$ cat src/rtl/cpu_pkg.sv
// Shared types and encodings for the instruction sequencer and its decoder.
// The instruction classification rule lives here so the capture path and the decoder agree on it.
package cpu_pkg;

  typedef enum logic [2:0] {
    S_WAIT    = 3'd0,
    S_MOV_IMM = 3'd1,
    S_GET_A   = 3'd2,
    S_GET_B   = 3'd3,
    S_ALU     = 3'd4,
    S_CMP     = 3'd5,
    S_WR_REG  = 3'd6
  } state_t;

  typedef enum logic [2:0] {
    CLS_ILLEGAL = 3'd0,
    CLS_MOV_IMM = 3'd1,
    CLS_MOV_REG = 3'd2,
    CLS_ADD     = 3'd3,
    CLS_CMP     = 3'd4,
    CLS_AND     = 3'd5,
    CLS_MVN     = 3'd6
  } iclass_t;

  localparam logic [2:0] OPC_MOV = 3'b110;
  localparam logic [2:0] OPC_ALU = 3'b101;

  localparam logic [1:0] ALU_ADD = 2'b00;
  localparam logic [1:0] ALU_CMP = 2'b01;
  localparam logic [1:0] ALU_AND = 2'b10;
  localparam logic [1:0] ALU_MVN = 2'b11;

  localparam logic [2:0] NSEL_NONE = 3'b000;
  localparam logic [2:0] NSEL_RN   = 3'b100;
  localparam logic [2:0] NSEL_RD   = 3'b010;
  localparam logic [2:0] NSEL_RM   = 3'b001;

  localparam logic [1:0] VSEL_C   = 2'b00;
  localparam logic [1:0] VSEL_IMM = 2'b10;

  function automatic iclass_t classify(input logic [4:0] opc_op);
    iclass_t c;
    c = CLS_ILLEGAL;
    case (opc_op)
      {OPC_MOV, 2'b10}:  c = CLS_MOV_IMM;
      {OPC_MOV, 2'b00}:  c = CLS_MOV_REG;
      {OPC_ALU, ALU_ADD}: c = CLS_ADD;
      {OPC_ALU, ALU_CMP}: c = CLS_CMP;
      {OPC_ALU, ALU_AND}: c = CLS_AND;
      {OPC_ALU, ALU_MVN}: c = CLS_MVN;
      default:           c = CLS_ILLEGAL;
    endcase
    return c;
  endfunction

endpackage

$ cat src/rtl/instr_decoder.sv
// Combinational field decode of the held instruction register: register index mux,
// immediate sign extension, ALU op selection and instruction class.
module instr_decoder
  import cpu_pkg::*;
#(
  parameter int DATA_W = 16
) (
  input  logic [15:0]       i_ir,
  input  logic [2:0]        i_nsel,
  output logic [2:0]        o_readnum,
  output logic [2:0]        o_writenum,
  output logic [DATA_W-1:0] o_sximm8,
  output logic [1:0]        o_aluop,
  output logic [1:0]        o_sh,
  output logic              o_legal,
  output iclass_t           o_iclass
);

  logic [2:0] w_regnum;

  always_comb begin
    w_regnum = 3'd0;
    case (i_nsel)
      NSEL_RN: w_regnum = i_ir[10:8];
      NSEL_RD: w_regnum = i_ir[7:5];
      NSEL_RM: w_regnum = i_ir[2:0];
      default: w_regnum = 3'd0;
    endcase
  end

  assign o_readnum  = w_regnum;
  assign o_writenum = w_regnum;
  assign o_sximm8   = {{(DATA_W-8){i_ir[7]}}, i_ir[7:0]};
  // MOV always routes through the adder; ALU instructions carry their op in IR[12:11]
  assign o_aluop    = (i_ir[15:13] == OPC_MOV) ? ALU_ADD : i_ir[12:11];
  assign o_sh       = i_ir[4:3];
  assign o_iclass   = classify(i_ir[15:11]);
  assign o_legal    = (o_iclass != CLS_ILLEGAL);

endmodule

$ cat src/rtl/instr_sequencer.sv
// Multi-cycle sequencer: captures an instruction in WAIT and steps the datapath strobes
// through read / ALU / write-back as a Moore function of state and the held IR.
//
// state     | meaning
// S_WAIT    | idle, w=1, samples s and in
// S_MOV_IMM | write sign-extended imm8 into Rn
// S_GET_A   | load A from Rn
// S_GET_B   | load B from Rm through the shifter
// S_ALU     | load C with the ALU result
// S_CMP     | load status flags from a subtract, no write
// S_WR_REG  | write C into Rd
module instr_sequencer
  import cpu_pkg::*;
#(
  parameter int DATA_W = 16
) (
  input  logic              clk,
  input  logic              reset,
  input  logic              s,
  input  logic [15:0]       in,
  output logic              w,
  output logic              illegal,
  output logic [2:0]        nsel,
  output logic [2:0]        readnum,
  output logic [2:0]        writenum,
  output logic              loada,
  output logic              loadb,
  output logic              loadc,
  output logic              loads,
  output logic              asel,
  output logic              bsel,
  output logic [1:0]        vsel,
  output logic              write,
  output logic [1:0]        shift,
  output logic [1:0]        ALUop,
  output logic [DATA_W-1:0] sximm8
);

  state_t      r_state;
  state_t      w_next;
  logic [15:0] r_ir;
  logic        r_illegal;
  iclass_t     w_in_class;
  iclass_t     w_ir_class;
  logic        w_ir_legal;
  logic [1:0]  w_sh;
  logic        w_accept;

  assign w_in_class = classify(in[15:11]);
  assign w_accept   = (r_state == S_WAIT) && s && (w_in_class != CLS_ILLEGAL);

  instr_decoder #(.DATA_W(DATA_W)) u_dec (
    .i_ir       (r_ir),
    .i_nsel     (nsel),
    .o_readnum  (readnum),
    .o_writenum (writenum),
    .o_sximm8   (sximm8),
    .o_aluop    (ALUop),
    .o_sh       (w_sh),
    .o_legal    (w_ir_legal),
    .o_iclass   (w_ir_class)
  );

  always_ff @(posedge clk or negedge reset) begin
    if (!reset) begin
      r_state   <= S_WAIT;
      r_ir      <= 16'd0;
      r_illegal <= 1'b0;
    end else begin
      r_state   <= w_next;
      r_illegal <= (r_state == S_WAIT) && s && (w_in_class == CLS_ILLEGAL);
      if (w_accept) r_ir <= in;
    end
  end

  assign illegal = r_illegal;
  assign bsel    = 1'b0;

  always_comb begin
    w_next = S_WAIT;
    w      = 1'b0;
    nsel   = NSEL_NONE;
    loada  = 1'b0;
    loadb  = 1'b0;
    loadc  = 1'b0;
    loads  = 1'b0;
    asel   = 1'b0;
    vsel   = VSEL_C;
    write  = 1'b0;
    shift  = 2'b00;
    case (r_state)
      S_WAIT: begin
        w = 1'b1;
        if (s) begin
          case (w_in_class)
            CLS_MOV_IMM:         w_next = S_MOV_IMM;
            CLS_MOV_REG, CLS_MVN: w_next = S_GET_B;
            CLS_ADD, CLS_CMP, CLS_AND: w_next = S_GET_A;
            default:             w_next = S_WAIT;
          endcase
        end
      end
      S_MOV_IMM: begin
        nsel   = NSEL_RN;
        vsel   = VSEL_IMM;
        write  = 1'b1;
        w_next = S_WAIT;
      end
      S_GET_A: begin
        nsel   = NSEL_RN;
        loada  = 1'b1;
        w_next = S_GET_B;
      end
      S_GET_B: begin
        nsel   = NSEL_RM;
        loadb  = 1'b1;
        shift  = w_sh;
        w_next = (w_ir_class == CLS_CMP) ? S_CMP : S_ALU;
      end
      S_ALU: begin
        loadc  = 1'b1;
        asel   = (w_ir_class == CLS_MOV_REG) || (w_ir_class == CLS_MVN);
        shift  = w_sh;
        w_next = S_WR_REG;
      end
      S_CMP: begin
        loads  = 1'b1;
        w_next = S_WAIT;
      end
      S_WR_REG: begin
        nsel   = NSEL_RD;
        vsel   = VSEL_C;
        write  = 1'b1;
        w_next = S_WAIT;
      end
      default: w_next = S_WAIT;
    endcase
    // a busy state can only be reached with a legal IR; fall back to idle if that ever breaks
    if ((r_state != S_WAIT) && !w_ir_legal) w_next = S_WAIT;
  end

endmodule

$ cat config.mk
export PLATFORM = sky130hd
export DESIGN_NAME = instr_sequencer
export DESIGN_NICKNAME = d
export VERILOG_FILES = /design/src/rtl/cpu_pkg.sv /design/src/rtl/instr_decoder.sv /design/src/rtl/instr_sequencer.sv
export SDC_FILE = /design/constraint.sdc
export NUM_CORES = 1
export LEC_CHECK = 0
export ABC_AREA = 1
export BUFFER_PORTS_ARGS = -buffer_cell sky130_fd_sc_hd__buf_4
export CAP_MARGIN = 15
export CORE_MARGIN = 2
export CORE_UTILIZATION = 41
export DETAILED_ROUTE_END_ITERATION = 6
export GPL_TIMING_DRIVEN = 0
export HOLD_SLACK_MARGIN = 0.1
export PLACE_DENSITY = 0.75
export SYNTH_ARGS = -nofsm -noshare
export SYNTH_HDL_FRONTEND = slang
export SYNTH_SLANG_ARGS = --single-unit
$ cat constraint.sdc
create_clock -name clk -period 1.2 [get_ports clk]
set_clock_uncertainty 0.15 [all_clocks]
set_input_delay 0.18 -clock clk [delete_from_list [all_inputs] [get_ports clk]]
set_output_delay 0.18 -clock clk [all_outputs]
set_load 0.03 [all_outputs]
======== Word-level counts from Yosys, hierarchy flattened ========
Index checks and enable logic that the tools add are counted.
storage, ports and cells
  bits in registers ....................... 20
  bits in latches ......................... 0
  RAM bits ................................ 0
  ROM bits ................................ 0
  output and inout port bits .............. 40
  word-level logic and storage cells ...... 69
  memories kept ........................... 0
operators by class
  add/subtract/negate cells ............... 0
  multiply operators ...................... 0
  divide/modulo/power cells ............... 0
  $lt $le $gt $ge ......................... 0
  equal/unequal tests ..................... 31
  shifts and indexed selects .............. 0
  mux-type cells .......................... 19
  bitwise logic cells ..................... 0
  reductions and logical operators ........ 16
operators with widths
  cell                                                             count
  5-bit == test, second input constant                             12
  3-bit case mux with 6 select lines                               2
  3-bit == test, second input constant                             10
  3-bit by 2-bit == test with 1-bit output, second input constant  6
  3-bit case mux with 3 select lines                               2
  3-bit case mux with 4 select lines                               1
  3-bit by 1-bit == test with 1-bit output, second input constant  3
  3-bit nonzero test                                               3
  1-bit two-way mux                                                8
  2-bit two-way mux                                                4
  2-bit OR reduction                                               4
  3-bit logical NOT                                                2
  2-bit case mux with 3 select lines                               1
  1-bit logical AND                                                4
  3-bit two-way mux                                                1
  3-bit OR reduction                                               1
  1-bit logical NOT                                                1
  1-bit logical OR                                                 1

======== Longest topological paths before layout ========
Gate-level depths: netlist (run 1).
  word-level depth ........................ 8
  gate-level depth with buffers ........... 8

======== Cells and area by module ========
From an unflattened synthesis (run 1), not the netlist that was laid out.
unflattened totals
  cells, all modules ...................... 194
  area total of the unflattened synthesis .. 1377.6 µm²
by module, submodules not included
  module           times used  cells each  area an instance (µm²)  sequential area each (µm²)
  instr_sequencer  1           136         1036.0                  500.5
  instr_decoder    1           58          341.6                   0.0

======== Least setup slack after synthesis (run 1) ========
No wires, ideal clock.
  path type ............................... flip-flop to output port
  start ................................... reg r_state[2]
  end ..................................... out writenum[0]
  arrival ................................. 1802 ps
  required time ........................... 870 ps
  slack ................................... -932 ps
  cell stages (with the launch flop) ...... 9
  buffers on the path ..................... 1
  path through ............................ dfrtp_1 -> inv_2 -> nand2_1 -> nor2_2 -> inv_1 -> o21ai_2 -> nand2_1 -> nand3_1 -> buf_4
between the ends
  longest elaborated chain between the ends .. 5
  elaborated cells between the ends (all ways) .. 10
  classes of those cells .................. 7 x eq/ne; 2 x mux; 1 x reduce/logical
ends and longest elaborated chain
  element                                                                                                      line                   source
  start, declared                                                                                              instr_sequencer.sv:39  state_t r_state;
  start signal, assigned                                                                                       instr_sequencer.sv:70  r_state <= w_next;
  3-bit by 2-bit == test with 1-bit output / 3-bit by 1-bit == test with 1-bit output (equally long branches)  instr_sequencer.sv:91  case (r_state)
  2-bit OR reduction (no source line)                                                                          -
  3-bit case mux with 3 select lines (*)                                                                       instr_sequencer.sv:91
  via nsel[2]                                                                                                  instr_sequencer.sv:23  output logic [2:0] nsel,
  3-bit by 1-bit == test with 1-bit output, or another cell as far along                                       instr_decoder.sv:23    case (i_nsel)
  3-bit case mux with 3 select lines (*)                                                                       instr_decoder.sv:23
  end, declared                                                                                                instr_sequencer.sv:25  output logic [2:0] writenum,
Mark *: on every way through the listed nets, which the timed path passes. The rest lies on a longest branch.

======== Worst setup path in the final report (run 1) ========
  start ................................... reg r_state[2]
  end ..................................... out writenum[1]
between the ends
  longest elaborated chain between the ends .. 5
  elaborated cells between the ends (all ways) .. 10
  classes of those cells .................. 7 x eq/ne; 2 x mux; 1 x reduce/logical
ends and longest elaborated chain
  element                                                                                                      line
  3-bit by 2-bit == test with 1-bit output / 3-bit by 1-bit == test with 1-bit output (equally long branches)  instr_sequencer.sv:91
  2-bit OR reduction (no source line)                                                                          -
  3-bit case mux with 3 select lines (*)                                                                       instr_sequencer.sv:91
  3-bit by 1-bit == test with 1-bit output, or another cell as far along                                       instr_decoder.sv:23
  3-bit case mux with 3 select lines (*)                                                                       instr_decoder.sv:23
Every way passes the cells marked *; elsewhere a longest branch is shown, timed or not.

==> results of run 1 <==
[cells in the final DEF, fill, tap and decap left out, types with 3 or more instances in the layout]
cell           count
a21oi_2            4
buf_4             47
buf_6             55
clkbuf_4           3
dfrtp_1           16
dfrtp_2            4
dlygate4sd3_1     16
inv_1             11
inv_2              5
inv_4              3
nand2_1           38
nand2_2            3
nand3_1           12
nand3_2            3
nand3_4            3
nor2_1            10
nor2_2             6
nor2_4             6
o21ai_1            3
[worst max-delay path by stage]
stage	from	endpoint	slack [ns]
after floorplan	r_state[2]$_DFF_PN0_	writenum[1]	-0.58
after global placement	r_state[2]$_DFF_PN0_	writenum[0]	-0.43
after detailed placement	r_state[2]$_DFF_PN0_	writenum[2]	-0.46
after CTS	r_state[2]$_DFF_PN0_	writenum[2]	-0.69
after global routing	r_state[2]$_DFF_PN0_	writenum[1]	-0.82
final	r_state[2]$_DFF_PN0_	writenum[1]	-0.76
[flip-flops by register name (all words and copies together) (netlist names)]
signal / cells
illegal: 1
r_state: 3
r_ir: 16
[worst min-delay path: cells and delay by family]
kind                   cells  cell delay (ns)
buffers and inverters      1             0.11
AND/OR/NAND/NOR            2             0.15
[metrics by stage]
step / instance area, µm² / power [mW] / worst slack (ns) / utilization
2_1_floorplan: 1360 / 3.79 / -0.575 / -
3_3_place_gp: 1820 / 4.82 / -0.427 / 0.649
3_5_place_dp: 1820 / 4.89 / -0.457 / 0.649
4_1_cts: 2250 / 6.22 / -0.688 / 0.804
5_1_grt: 2440 / 7.29 / -0.815 / 0.871
6_report: 2440 / 6.99 / -0.763 / 0.871
[logic make-up after synthesis]
| family | count (synthesis) | synth area share |
|---|---|---|
| other | 1 | 0.00306 |
| flip-flops | 20 | 0.409 |
| AND/OR/NAND/NOR | 88 | 0.308 |
| buffers and inverters | 45 | 0.219 |
| AO/OA/AOI/OAI | 12 | 0.0613 |
[final cells by class]
class	instances	area (µm²)
Inverter	19	78.8
Multi-Input combinational cell	102	623
Sequential cell	20	505
Clock buffer	3	22.5
Tap cell	31	38.8
Buffer	23	241
Clock inverter	1	30.0
Fill cell	134	362
Timing Repair Buffer	97	901
Antenna cell	1	2.50
[what timing repair did]
action,CTS,global route
endpoints found under the setup margin,56,58
resized for setup,41,33
setup buffers,11,12
pin swaps,6,5
gates cloned,1,1
hold endpoints to repair,37,1
[where the power goes]
| part | switching, mW | total [mW] | internal [mW] |
|---|---|---|---|
| combinational | 2.67 | 5.14 | 2.46 |
| clock | 0.214 | 0.551 | 0.338 |
| sequential | 0.333 | 1.30 | 0.965 |
| total | 3.22 | 6.99 | 3.77 |
[routing by layer]
metal,share of wire,up-vias,wire length (µm),GRT usage
met5,0,-,0,0
met4,0.014,0,63,0.0325
met3,0.035,6,161,0.0264
met2,0.56,52,2600,0.472
met1,0.39,726,1790,0.300
li1,-,696,-,-
==> metrics.md, run 1 <==
| Metric | Value |
|---|---|
| Setup crit start kind | flop |
| Vias in the first global route | 1362 |
| Max Buffers Root-to-Sink | 2 |
| Hold-critical path endpoint | illegal$_DFF_PN0_ |
| Top cells by area, synth | dfrtp_1 41%, buf_4 15%, nand2_1 13%, nand3_1 6.9%, nor2_1 6.1% |
| Final GP Congestion | 0.822 |
| P&R area growth vs syn | 99.5% |
| Clk sinks | 20 |
| Top delay family on crit path | simple AND/OR/NAND/NOR gates |
| Critical path class | reg2out |
| Vias | 1480 |
| Pwr dens | 2860 nW/µm² |
| Vias/cell | 4.98 |
| Die footprint | 3440 µm² |
| Most numerous cell on the critical path | buf_6 |
| EDFF count, synth | 0 |
| Hold path depth | 3 |
| Starting DRT DRC Count | 47 |
| Fmax | 509 MHz |
| Period minus WS final | 1.96 ns |
| Global route total overflow | 0 |
| MaxCap Viol Count | 0 |
| Leading area contributor after synthesis | dfrtp_1 |
| GRT Total Usage | 0.245 |
| WL final | 4610 µm |
| Pleak | 1.28 nW |
| Core area | 2810 µm² |
| Hold slack | 0.0132 ns |
| Placed Cells incl. Taps | 254 |
| Endpoints failing setup | 57 |
| Commonest cells in the netlist | 43 x nand2_1, 24 x buf_4, 20 x dfrtp_1, 20 x nor2_1 |
| Share of layout cells above drive strength 1 | 0.574 |
| Reg-to-Reg Start | r_state[2]$_DFF_PN0_ |
| Synth unique cells | 22 |
| Synth Register Bits | 20 |
| Setup_tns | -23.30 ns |
| Crit. End Element | output port |
| Worst-Skew Late Latency | 0.30 ns |
| Fin worst setup slack | -0.763 ns |
| DRC violations left | 4 |
| Worst reg2reg path depth | 9 |
| Post-DP HPWL | 2420 µm |
| Slew Limit Fails | 0 |
| Unrepaired setup endpoints after global routing | yes |
| # rows | 19 |
| Clock Pin Slew Worst Setup and Hold Paths | 0.11 ns |
| CTS tree | built |
| Max IR drop VDD | 1690 µV |
| Buf+Inv Stages, Crit Path | 3 |
| Largest net degree at the start of global routing | 21 |
| Number of I/O pins | 59 |
| Fin crit share | 1.64 |
| Flop2flop setup slack | -0.47 ns |
| Cell Chain, Critical Path | inv_4, nor3_4, nand2_1, nand3_4, buf_6, buf_6 |
| Share of Yosys cell area claimed by the top area cell type | 0.409 |
| Final Hold Fails | 0 |
| Final ANT Viol Nets | 0 |
| Max stage delay on crit path | 0.46 ns |
| Global-route wire length before repair | 6470 µm |
| First-pass DRT Iterations | 7 |
| Failing checks | DRC, setup timing |
| RR Endpoint | r_ir[9]$_DFFE_PN0P_ |
| Clock Tree Root | clkbuf_4 |
| Initial Util | 0.437 |
| Async set-reset flop share out of synthesis | 1.00 |
| Syn Inst Count | 166 |
| Die H | 58.7 µm |
| Port Buffer Count | 56 |
| Syn Area/Cell | 7.38 µm² |
| Critical hold path startpoint | s |
| Crit-path slowest cell | dfrtp_2 |
| Worst path depth | 6 |
| Initial antenna violation count | 1 |
| Seq/Total Area, Yosys | 0.409 |
| Non-filler cells, final | 297 |
| Ys Warns | 0 |
| Area of the mapped netlist | 1220 µm² |
| CP Max Fanout | 5 |
| Critical Path AT | 1.63 ns |
| Top_reg_cell synth | dfrtp_1 |
| DIE WIDTH | 58.7 µm |
| H-tree depth | 1 |
| Hold buffers post-CTS | 16 |
| TritonCTS Buffers | 3 |
| Outcome | complete, but fails checks |
| Critical Path RT | 0.87 ns |
| Min-delay worst type | in2reg |
| WL/cell | 15.5 µm |
| Leading cell type by number of instances after synthesis | nand2_1 |
| Nets@finish | 285 |
No activity file was read; power rests on OpenSTA's default activity.
==> run 2: changes to the inputs <==
--- a/config.mk
+++ b/config.mk
@@ -14,6 +14,7 @@
 export GPL_TIMING_DRIVEN = 0
 export HOLD_SLACK_MARGIN = 0.1
 export PLACE_DENSITY = 0.75
+export SETUP_SLACK_MARGIN = 0.15
 export SYNTH_ARGS = -nofsm -noshare
 export SYNTH_HDL_FRONTEND = slang
 export SYNTH_SLANG_ARGS = --single-unit
==> run 2 against run 1 <==
The run still ends with DRC, setup timing left. Worst hold slack gained 0.096 ns. Utilization up 5.3 points. Die area is the same. Clock power rose by 4.2%. Flip-flop and latch count unchanged. Cell count is 1.3% higher. First-iteration DRC count rose by 110%. Global-route usage decreased by 0.76 points. Design area up 6.1%. Worst setup slack worse by 0.0049 ns. Register-to-register slack worse by 0.12 ns. Largest cell class unchanged.
==> metrics.md, run 2 (same netlist as run 1, synthesis figures left out) <==
| Metric | Value |
|---|---|
| # rows | 19 |
| Setup crit start kind | flop |
| Non-filler cells, final | 301 |
| Number of I/O pins | 59 |
| RR Endpoint | r_state[1]$_DFF_PN0_ |
| Final GP Congestion | 0.764 |
| Post-DP HPWL | 2400 µm |
| Hold buffers post-CTS | 16 |
| Most numerous cell on the critical path | buf_6 |
| Crit-path slowest cell | dfrtp_2 |
| Period minus WS final | 1.97 ns |
| DIE WIDTH | 58.7 µm |
| Met1 Use GR | 0.283 |
| Setup_tns | -25.75 ns |
| Die H | 58.7 µm |
| Port Buffer Count | 56 |
| Pleak | 1.34 nW |
| Endpoints failing setup | 57 |
| Largest net degree at the start of global routing | 21 |
| Vias in the first global route | 1382 |
| GR Util met2 | 0.445 |
| Max IR drop VDD | 1630 µV |
| Placed inst area | 1830 µm² |
| Worst-Skew Late Latency | 0.32 ns |
| CTS tree | built |
| Clock Tree Root | clkbuf_4 |
| MaxCap Viol Count | 0 |
| Util after Layout | 0.924 |
| Nets@finish | 290 |
| CP Max Fanout | 4 |
| Min-delay worst type | in2async |
| Vias/cell | 5.46 |
| Commonest non-fill, non-tap cell in the layout | buf_6 |
| Worst reg2reg path depth | 9 |
| Critical Path RT | 0.87 ns |
| Slew Limit Fails | 0 |
| H-tree depth | 1 |
| Core area | 2810 µm² |
| Most Used Layer, Global Route | met2 |
| Global-route wire length before repair | 6190 µm |
| Vias | 1643 |
| GRT Total Usage | 0.237 |
| Die footprint | 3440 µm² |
| DRC violations left | 5 |
| Clock Pin Slew Worst Setup and Hold Paths | 0.13 ns |
| Biggest register | r_ir |
| Design Area, Final | 2590 µm² |
| Reg-to-Reg Start | r_state[1]$_DFF_PN0_ |
| Failing checks | DRC, setup timing |
| Placed Cells incl. Taps | 254 |
| Cell Chain, Critical Path | inv_4, nand2_4, nor2_4, inv_2, o21ai_4, nand2_2, nand3_4, buf_6, buf_6 |
| Fmax | 508 MHz |
| Fin crit share | 1.64 |
| Pwr dens | 2850 nW/µm² |
| TritonCTS Buffers | 3 |
| GR Util met3 | 0.0198 |
| Max Buffers Root-to-Sink | 2 |
| Clk sinks | 20 |
| Final Hold Fails | 0 |
| WL final | 5490 µm |
| Critical path class | reg2out |
| Crit. End Element | output port |
| Global route total overflow | 0 |
| Critical Path AT | 1.64 ns |
| Initial Util | 0.437 |
| Outcome | complete, but fails checks |
| WL/cell | 18.2 µm |
| Max FFs per register | 16 |
| First-pass DRT Iterations | 7 |
| Commonest non-fill, non-tap cells in the layout | 59 x buf_6, 47 x buf_4, 37 x nand2_1, 16 x dlygate4sd3_1, 16 x dfrtp_1 |
| Starting DRT DRC Count | 98 |
| Flop2flop setup slack | -0.59 ns |
| Initial antenna violation count | 0 |
| # fillers | 94 |
| P&R area growth vs syn | 112% |
| Share of layout cells above drive strength 1 | 0.607 |
| Unrepaired setup endpoints after global routing | yes |
| Fin worst setup slack | -0.768 ns |
| Max stage delay on crit path | 0.46 ns |
| Antenna cells | 0 |
| Final ANT Viol Nets | 0 |
-- run 2: cell count changes in the layout (fill, tap and decap cells not counted), sizes merged --
cell and change:
buf +4, diode -1, bufbuf +1
-- run 2: per-layer routing --
metal | vias up | wire length, µm
met3 | 27 | 493
li1 | 705 | -
met5 | - | 0
met4 | 0 | 239
met1 | 786 | 1900
met2 | 125 | 2850
-- run 2: power by group --
group / leakage [nW] / internal [mW] / total, mW / switching (mW)
sequential: 0.238 / 0.964 / 1.36 / 0.398
clock: 0.0279 / 0.338 / 0.574 / 0.236
combinational: 1.07 / 2.58 / 5.44 / 2.86
total: 1.34 / 3.88 / 7.38 / 3.50
-- run 2: worst max-delay path by stage --
stage                                     from           to  slack, ns  cells after the start
after floorplan           r_state[2]$_DFF_PN0_  writenum[1]      -0.58                      8
after global placement    r_state[2]$_DFF_PN0_  writenum[0]      -0.42                      9
after detailed placement  r_state[2]$_DFF_PN0_  writenum[1]      -0.44                      9
after CTS                 r_state[1]$_DFF_PN0_  writenum[1]      -0.65                      9
after global routing      r_state[1]$_DFF_PN0_  writenum[0]      -0.82                      6
final                     r_state[2]$_DFF_PN0_  writenum[0]      -0.77                      9
-- run 2: what timing repair did --
action,in CTS,in global routing
hold endpoints to repair,36,1
endpoints found under the setup margin,58,58
pin swaps,11,18
buffers inserted,12,12
gates resized for setup,48,39
cloned,3,0
-- run 2: critical path: cells and delay by family (launching register included) --
| family | cells | cell delay, ns |
|---|---|---|
| AO/OA/AOI/OAI | 1 | 0.09 |
| buffers and inverters | 4 | 0.38 |
| flip-flops | 1 | 0.46 |
| AND/OR/NAND/NOR | 4 | 0.38 |
-- run 2: cell type report --
cell class | count | area, µm² | area share
Timing Repair Buffer | 99 | 962 | 0.371
Sequential cell | 20 | 505 | 0.195
Tap cell | 31 | 38.8 | 0.0150
Inverter | 19 | 81.3 | 0.0314
Buffer | 26 | 268 | 0.103
Clock inverter | 1 | 30.0 | 0.0116
Clock buffer | 3 | 22.5 | 0.00869
Multi-Input combinational cell | 102 | 684 | 0.264
-- run 2: per-stage QoR --
| step | total power [mW] | hold slack, ns | worst slack (ns) |
|---|---|---|---|
| finish | 7.38 | 0.109 | -0.768 |
| global route | 7.63 | 0.118 | -0.822 |
| CTS | 6.34 | 0.114 | -0.655 |
| detailed placement | 4.94 | -0.0748 | -0.439 |
| global placement | 4.86 | -0.0853 | -0.415 |
| floorplan | 3.83 | -0.266 | -0.575 |
==> run 3: changes to the inputs <==
--- a/config.mk
+++ b/config.mk
@@ -8,12 +8,13 @@
 export ABC_AREA = 1
 export BUFFER_PORTS_ARGS = -buffer_cell sky130_fd_sc_hd__buf_4
 export CAP_MARGIN = 15
+export CORE_ASPECT_RATIO = 0.9
 export CORE_MARGIN = 2
 export CORE_UTILIZATION = 41
 export DETAILED_ROUTE_END_ITERATION = 6
-export GPL_TIMING_DRIVEN = 0
 export HOLD_SLACK_MARGIN = 0.1
 export PLACE_DENSITY = 0.75
+export REMOVE_ABC_BUFFERS = 1
 export SETUP_SLACK_MARGIN = 0.15
 export SYNTH_ARGS = -nofsm -noshare
 export SYNTH_HDL_FRONTEND = slang
==> run 3 against run 2 <==
The flow finishes with violations (setup timing). Worst hold slack got worse by 0.019 ns. Power fell by 9.1%. Utilization fell by 4.4 points. Die area barely moved. Design area fell by 5.2%. Critical path type unchanged. Critical endpoint is now writenum[2]. Largest cell class unchanged.
==> metrics.md, run 3 (same netlist as run 1, synthesis figures left out) <==
| Metric | Value |
|---|---|
| Nets@finish | 285 |
| Most numerous cell on the critical path | nand2_2 |
| Register area | 503 µm² |
| Critical path class | reg2out |
| H-tree depth | 1 |
| Slew Limit Fails | 0 |
| Max stage delay on crit path | 0.50 ns |
| Outcome | complete, but fails checks |
| Setup crit start kind | flop |
| First-pass DRT Iterations | 4 |
| MaxCap Viol Count | 0 |
| GRT Total Usage | 0.255 |
| Setup_tns | -24.04 ns |
| Worst Setup EP | writenum[2] |
| WL/cell | 16.8 µm |
| Max Buffers Root-to-Sink | 2 |
| DRC violations left | 0 |
| RR Endpoint | r_state[0]$_DFF_PN0_ |
| P&R area growth vs syn | 101% |
| Max IR drop VDD | 2020 µV |
| Reg-to-Reg Start | r_state[2]$_DFF_PN0_ |
| Post-DP HPWL | 2240 µm |
| Final ANT Viol Nets | 0 |
| Vias in the first global route | 1331 |
| Antenna cells | 0 |
| Critical Path RT | 0.87 ns |
| CP Max Fanout | 4 |
| Initial antenna violation count | 0 |
| Crit path launch | r_state[1]$_DFF_PN0_ |
| Endpoints failing setup | 56 |
| Final Hold Fails | 0 |
| Pwr dens | 2730 nW/µm² |
| Clock Pin Slew Worst Setup and Hold Paths | 0.12 ns |
| Cell Chain, Critical Path | inv_2, nand2_2, o21ai_4, nand2_2, nand3_2, buf_6 |
| Vias | 1522 |
| Number of I/O pins | 59 |
| Die H | 55.9 µm |
| Clk sinks | 20 |
| Largest net degree at the start of global routing | 21 |
| Commonest non-fill, non-tap cells in the layout | 58 x buf_4, 45 x buf_6, 34 x nand2_1, 18 x dfrtp_1, 13 x dlygate4sd3_1 |
| Hold path depth | 4 |
| Port Buffer Count | 56 |
| Hold buffers post-CTS | 13 |
| Global-route wire length before repair | 6370 µm |
| Global route total overflow | 0 |
| Pleak | 1.27 nW |
| Overall power | 6.71 mW |
| Min-delay worst type | in2reg |
| DIE WIDTH | 61.6 µm |
| WL final | 5120 µm |
| Biggest register | r_ir |
| Period minus WS final | 1.97 ns |
| Crit. End Element | output port |
| # fillers | 133 |
| Share of layout cells above drive strength 1 | 0.615 |
| Starting DRT DRC Count | 97 |
| Fin crit share | 1.65 |
| Commonest non-fill, non-tap cell in the layout | buf_4 |
| CTS tree | built |
| # rows | 18 |
| Critical Path AT | 1.64 ns |
| Failing checks | setup timing |
| Fin worst setup slack | -0.775 ns |
| Crit-path slowest cell | dfrtp_2 |
| Initial Util | 0.439 |
| Worst reg2reg path depth | 8 |
| Worst-Skew Late Latency | 0.31 ns |
| Final GP Congestion | 0.881 |
| Area of the multi-input gates | 643 µm² |
| Max FFs per register | 16 |
| Fmax | 506 MHz |
| Vias/cell | 4.99 |
| Core area | 2790 µm² |
| Flop2flop setup slack | -0.53 ns |
| Unrepaired setup endpoints after global routing | yes |
| Die footprint | 3440 µm² |
| TritonCTS Buffers | 3 |
| Clock Tree Root | clkbuf_4 |
run 3: layer usage:
layer  GRT usage  share of wire  vias up
li1            -              -      687
met1       0.315           0.37      716
met2       0.421           0.51       90
met3      0.0442          0.059       29
met4       0.112          0.057        0
met5           0              0        -
run 3: worst min path at each step:
stage,from,end,slack (ns)
global route,in[13],r_ir[13]$_DFFE_PN0P_,0.11
global placement,reset,illegal$_DFF_PN0_,-0.08
floorplan,reset,illegal$_DFF_PN0_,-0.27
CTS,in[13],r_ir[13]$_DFFE_PN0P_,0.07
finish,in[13],r_ir[13]$_DFFE_PN0P_,0.09
detailed placement,reset,r_ir[15]$_DFFE_PN0P_,-0.07
run 3: report_power, final:
group	switching (mW)	internal [mW]
Sequential	0.329	0.960
Combinational	2.73	2.29
Clock	0.227	0.185
Total	3.28	3.43
run 3: what timing repair did:
action | in CTS | in global routing
setup buffers | 7 | 10
gates cloned | 1 | 2
resized for setup | 59 | 53
setup endpoints to repair | 58 | 58
hold endpoints to repair | 33 | 1
pin swaps | 5 | 16
run 3: layout make-up:
class	instances	share of cell area
Inverter	19	0.0321
Tap cell	40	0.0204
Clock buffer	4	0.0148
Multi-Input combinational cell	102	0.262
Sequential cell	20	0.205
Timing Repair Buffer	120	0.467
run 3: per-stage QoR:
stage | utilization | area (µm²) | setup WS, ns | hold slack (ns) | std cells
6_report | 0.880 | 2460 | -0.775 | 0.0899 | 305
5_1_grt | 0.880 | 2460 | -0.814 | 0.110 | 305
4_1_cts | 0.776 | 2170 | -0.615 | 0.0690 | 293
3_5_place_dp | 0.621 | 1740 | -0.350 | -0.0747 | 268
3_3_place_gp | 0.621 | 1740 | -0.281 | -0.0789 | 268
2_1_floorplan | - | 1030 | -1.73 | -0.266 | 141
run 3: critical path, delay by kind of cell, from the launching register on:
family                 cells  cell delay (ns)
flip-flops                 1             0.50
AO/OA/AOI/OAI              1             0.26
AND/OR/NAND/NOR            3             0.31
buffers and inverters      2             0.27
